$ cat src/rtl/ps_filter.sv
// ps_filter: inline zero-latency PacketStream per-packet filter.
// Each packet is passed, dropped whole or truncated to a programmable length.
// The action is sampled on the first word and held for the rest of the packet.
// Ports:
//   clk, reset         clock, asynchronous active-low reset
//   mode, maxlen       per-packet action (0 pass, 1 drop, 2 truncate, 3 pass)
//                      and truncate length, sampled on the first word
//   clear              synchronous clear of the statistics counters
//   wremoved           a word is discarded this cycle
//   premoved           pulse on the accepted eop of a dropped packet
//   ptruncated         pulse on the accepted eop of a truncated packet
//   pass/drop/trunc_cnt  saturating packet statistics
//   i_* / o_*          inbound / outbound PacketStream (dat, val, eop, rdy)
module ps_filter #(
    parameter int unsigned WIDTH  = 8,
    parameter int unsigned LWIDTH = 16,
    parameter int unsigned CWIDTH = 32
) (
    input  logic              clk,
    input  logic              reset,
    input  logic [1:0]        mode,
    input  logic [LWIDTH-1:0] maxlen,
    input  logic              clear,
    output logic              wremoved,
    output logic              premoved,
    output logic              ptruncated,
    output logic [CWIDTH-1:0] pass_cnt,
    output logic [CWIDTH-1:0] drop_cnt,
    output logic [CWIDTH-1:0] trunc_cnt,
    input  logic [WIDTH-1:0]  i_dat,
    input  logic              i_val,
    input  logic              i_eop,
    output logic              i_rdy,
    output logic [WIDTH-1:0]  o_dat,
    output logic              o_val,
    output logic              o_eop,
    input  logic              o_rdy
);

    typedef enum logic [1:0] {
        ACT_PASS  = 2'd0,
        ACT_DROP  = 2'd1,
        ACT_TRUNC = 2'd2
    } act_t;

    logic              sop;
    logic [LWIDTH-1:0] wcnt;
    act_t              hmode;
    logic [LWIDTH-1:0] hmax;

    act_t              new_act;
    act_t              act;
    logic [LWIDTH-1:0] lim;
    logic              fwd;
    logic              force_eop;
    logic              acc;
    logic              eop_acc;
    logic              pass_inc;

    // Effective action: live inputs on the first word, held registers after.
    always_comb begin
        new_act = ACT_PASS;
        case (mode)
            2'd1:    new_act = ACT_DROP;
            2'd2:    new_act = (maxlen == '0) ? ACT_DROP : ACT_TRUNC;
            default: new_act = ACT_PASS;
        endcase
        act       = sop ? new_act : hmode;
        lim       = sop ? maxlen : hmax;
        fwd       = (act == ACT_PASS) || ((act == ACT_TRUNC) && (wcnt < lim));
        force_eop = (act == ACT_TRUNC) && (wcnt == lim - LWIDTH'(1));
    end

    // Stream path and status; everything is held quiet while in reset.
    always_comb begin
        o_dat      = i_dat;
        o_val      = reset & fwd & i_val;
        o_eop      = reset & fwd & (i_eop | force_eop);
        i_rdy      = reset & (fwd ? o_rdy : 1'b1);
        wremoved   = reset & ~fwd & i_val;
        acc        = i_val & i_rdy;
        eop_acc    = acc & i_eop;
        // Discarding is monotonic within a packet, so a truncate-mode packet
        // was cut exactly when its eop word itself is discarded.
        premoved   = eop_acc & (act == ACT_DROP);
        ptruncated = eop_acc & (act == ACT_TRUNC) & ~fwd;
        pass_inc   = eop_acc & fwd;
    end

    // Packet tracking: first-word flag, held decision, word index.
    always_ff @(posedge clk or negedge reset) begin
        if (!reset) begin
            sop   <= 1'b1;
            wcnt  <= '0;
            hmode <= ACT_PASS;
            hmax  <= '0;
        end else if (acc) begin
            sop <= i_eop;
            if (sop) begin
                hmode <= new_act;
                hmax  <= maxlen;
            end
            if (i_eop) begin
                wcnt <= '0;
            end else if (!(&wcnt)) begin
                wcnt <= wcnt + LWIDTH'(1);
            end
        end
    end

    // Saturating statistics; clear wins over a coincident increment.
    always_ff @(posedge clk or negedge reset) begin
        if (!reset) begin
            pass_cnt  <= '0;
            drop_cnt  <= '0;
            trunc_cnt <= '0;
        end else if (clear) begin
            pass_cnt  <= '0;
            drop_cnt  <= '0;
            trunc_cnt <= '0;
        end else begin
            if (pass_inc && !(&pass_cnt)) begin
                pass_cnt <= pass_cnt + CWIDTH'(1);
            end
            if (premoved && !(&drop_cnt)) begin
                drop_cnt <= drop_cnt + CWIDTH'(1);
            end
            if (ptruncated && !(&trunc_cnt)) begin
                trunc_cnt <= trunc_cnt + CWIDTH'(1);
            end
        end
    end

endmodule

$ cat config.mk
export PLATFORM = sky130hd
export DESIGN_NAME = ps_filter
export DESIGN_NICKNAME = d
export VERILOG_FILES = /design/src/rtl/ps_filter.sv
export SDC_FILE = /design/constraint.sdc
export NUM_CORES = 1
export LEC_CHECK = 0
export CAP_MARGIN = 20
export CORE_MARGIN = 3
export CORE_UTILIZATION = 40
export DETAILED_ROUTE_END_ITERATION = 7
export DONT_BUFFER_PORTS = 1
export GPL_ROUTABILITY_DRIVEN = 0
export PLACE_DENSITY_LB_ADDON = 0.25
export SLEW_MARGIN = 20
export SYNTH_ARGS = -nofsm -noshare
export SYNTH_HDL_FRONTEND = slang
export SYNTH_SLANG_ARGS = --single-unit
$ cat constraint.sdc
create_clock -name clk -period 4.4 [get_ports clk]
set_input_delay 1.32 -clock clk [delete_from_list [all_inputs] [get_ports clk]]
set_output_delay 1.32 -clock clk [all_outputs]
set_load 0.005 [all_outputs]
==> metrics.md <==
| Metric | Value |
|---|---|
| Status | `complete, but fails checks` |
| Failing checks | `setup timing` |
| Htree depth | `4` |
| Die X | `148 um` |
| Primary flip-flop cell chosen by synthesis mapping | `dfrtp_1` |
| P_leak | `3.94 nW` |
| RSZ-0062 raised after global routing | `true` |
| Least-Margin Pin Slew | `953 ps` |
| Setup-failing EPs final | `3` |
| Placement Cell Area | `0.00859 mm2` |
| Reg clk slew, reported paths | `60 ps` |
| Die Height | `148 um` |
| CTS tree | `yes` |
| Number of global-route vias before repair | `6026` |
| Delay-heaviest family, CP | `simple AND/OR/NAND/NOR gates` |
| Largest net degree at the start of global routing | `136` |
| Dominant cell type by area after synthesis | `dfrtp_1` |
| Starting density of the core | `0.412` |
| Syn nets | `914` |
| Cells after synthesis | `859` |
| Vias/cell | `5.35` |
| Synth area leaders | `dfrtp_1 40%, xnor2_1 8.1%, nor2_1 5.6%` |
| Net load switching power | `1.34 mW` |
| R2R depth | `13` |
| Clk pwr share | `0.347` |
| DRC | `0` |
| All-Layer GR Usage | `0.185` |
| Routed Antenna Nets | `0` |
| Power Dens Cells | `447 mW/mm2` |
| Worst Path Buf+Inv | `1` |
| Cell Rows | `51` |
| # diodes | `0` |
| Hold Slack | `509 ps` |
| DR WL/cell | `17.3 um` |
| Final Hold Vio Count | `0` |
| Core area | `0.0197 mm2` |
| Seq/Total Area, Yosys | `0.405` |
| Avg Inst Size Synth | `9.43 um2` |
| Switching Fraction | `0.319` |
| Drt first pass iters | `4` |
| Clk Latency, worst-skew pair | `420 ps` |
| Crit path DAT | `3100 ps` |
| Via count | `6216` |
| Hold path cells | `2` |
| Cell-internal power | `2.86 mW` |
| Worst path max stage delay | `600 ps` |
| Final worst setup slack | `-23.2 ps` |
| GRT Residual Overflow | `0` |
| Post-DP HPWL | `14000 um` |
| Fin Setup TNS | `-38.1 ps` |
| Share of post-route cells with drive strength above 1 | `0.171` |
| Distinct cells, synth | `67` |
| Reg2reg end | `trunc_cnt[17]` |
| Final period util | `1.01` |
| Hold Crit Class | `flop to flop` |
| CP cell instances | `buf_12, mux2i_4, ha_1, and4_1, nor2b_1, a211o_1, o32ai_4, nand2_2, nor3b_2` |
| Worst Path Required | `3080 ps` |
| Post-route clock skew | `8.05 ps` |
| CP Capture Type | `output port` |
| Crit path depth | `9` |
| Yosys reg bits | `131` |
| First-pass GRT wire length | `33100 um` |
| Hold endpoint | `hmax[14]` |
| Slew Limit Headroom | `0.363` |
| Total power | `4.19 mW` |
| Worst-path fanout max | `13` |
| Total Nets Final | `940` |
| Final min period | `4420 ps` |
| Post-synth EDFFs | `0` |
| Die area | `0.0220 mm2` |
| Worst-path cell with the longest stage delay | `dfstp_2` |
| Total CTS buffers | `17` |
| Worst Setup Path Type | `flop to output port` |
| Peak supply drop | `0.241 mV` |
| Max cap viols | `0` |
| Combinational share of power | `0.310` |
| Register share of total power | `0.343` |
| Initial DRC count | `276` |
| Async set-reset flop share out of synthesis | `1.00` |
| WL final | `20100 um` |
| Layout area overhead | `15.9%` |
| Clk buf depth | `2` |
| Max Fclk | `226 MHz` |
| CP Launch Type | `flop` |
| IO buf count | `0` |
| Post-Synthesis Cell Area | `0.00810 mm2` |
| Ys Warns | `0` |
| Sink Count | `131` |
| I/O Pins | `142` |
| CTS Hold Bufs | `0` |
| Antenna violations before repair | `0` |
| Worst hold path startpoint | `hmax[14]` |
| CTS Root Cell | `clkbuf_16` |
| Worst r2r src | `sop` |
| Final Max Slew Viols | `0` |
| Post-Layout Inst Area | `0.00939 mm2` |
| R2r setup slk | `710 ps` |
| Synth top area share | `0.402` |
[how the worst max path moves through the flow]
stage	from	slack (ps)	end
floorplan	maxlen[12]	10	i_rdy
global placement	maxlen[3]	-290	o_eop
detailed placement	maxlen[1]	-260	o_eop
CTS	sop	-40	o_eop
global route	sop	-180	o_eop
finish	sop	-20	o_eop
[metrics by stage]
step	instances	setup WS, ps	util
2_1_floorplan	859	12.0	-
3_3_place_gp	1124	-293	0.437
3_5_place_dp	1124	-260	0.437
4_1_cts	1160	-40.7	0.474
5_1_grt	1162	-176	0.478
6_report	1162	-23.2	0.478
[sequential cells by signal, summed over array words and instances, names as in the netlist]
signal and flops:
trunc_cnt 32, sop 1, hmax 16, hmode 2, wcnt 16, drop_cnt 32
pass_cnt 32
[metal layers]
metal	share of wire	global-route usage
met3	0.059	0.0530
met1	0.47	0.254
met4	0.011	0.0485
met5	0	0
met2	0.46	0.290
[power by group through the flow]
stage | sequential (mW) | combinational [mW] | clock [mW]
detailed placement | 1.45 | 1.15 | 0
CTS | 1.43 | 1.25 | 1.49
floorplan | 1.40 | 0.836 | 0
finish | 1.44 | 1.30 | 1.46
global placement | 1.45 | 1.13 | 0
global route | 1.45 | 1.44 | 1.55
[worst reg2reg max path: cells and delay by family (launching register included)]
kind            cells  cell delay (ps)
simple gates        3             1070
flops               1              600
buf+inv             5              970
fa+ha+maj           1              160
mux                 1              300
compound gates      3              510
[area by class of cell]
type | instances | area, um2
inverter | 21 | 78.8
multi-input combinational | 661 | 4670
fill | 1912 | 10300
sequential | 131 | 3280
timing repair buffer | 53 | 427
tap | 265 | 332
clock buffer | 18 | 439
clock inverter | 13 | 159
[cells in the final DEF, fill, tap and decap left out, types with 4 or more instances in the layout]
master / n
ha_1: 21
nand2_1: 74
o21ai_0: 26
mux2i_4: 7
nor3_1: 24
buf_4: 50
nor2b_1: 6
and4_1: 15
clkbuf_16: 17
a21oi_1: 17
nor4_4: 11
o22ai_1: 5
inv_1: 20
nand3_1: 40
nor4_1: 18
nand4_1: 17
mux2i_1: 10
nand3_2: 6
nor4_2: 11
clkinv_2: 4
and2_1: 9
or3_1: 8
xnor2_1: 75
nand2b_1: 4
nor2_1: 121
xor2_1: 39
a21o_1: 4
and3_1: 27
dfrtp_1: 130
[cells in the mapped netlist, types with 4 or more instances]
cell type	count
and2_1	9
dfrtp_1	130
nor2_1	121
and3_1	27
nand4_1	17
inv_1	20
buf_6	5
buf_2	6
nand2_1	75
nor4_2	10
xor2_1	39
o21ai_0	28
nor4_4	11
mux2i_1	20
nor2b_1	6
and4_1	15
a21oi_1	18
nor4_1	19
buf_4	11
nand2b_1	4
nor3_1	25
a21o_1	4
xnor2_1	75
nand3_1	40
clkbuf_1	19
a211oi_1	4
or3_1	9
a31oi_1	4
o22ai_1	5
nand3_2	6
ha_1	23
[what timing repair did]
item                       in CTS  in global routing
gates resized for setup        16                 10
setup buffers                   6                  2
hold endpoints to repair        0                  0
setup endpoints to repair       5                  5
gates cloned                    0                  0
pin swaps                       7                  5
[kinds of logic after synthesis]
family | after synthesis | synth area share
and+or+nand+nor | 418 | 0.296
xor gates and xnor gates | 114 | 0.123
adders and majority gates | 23 | 0.0355
DFF | 131 | 0.405
AOI/OAI and AO/OA | 86 | 0.0720
muxes | 20 | 0.0247
buffers and inverters | 67 | 0.0439
Note: power is estimated with default switching activity, not from simulation.
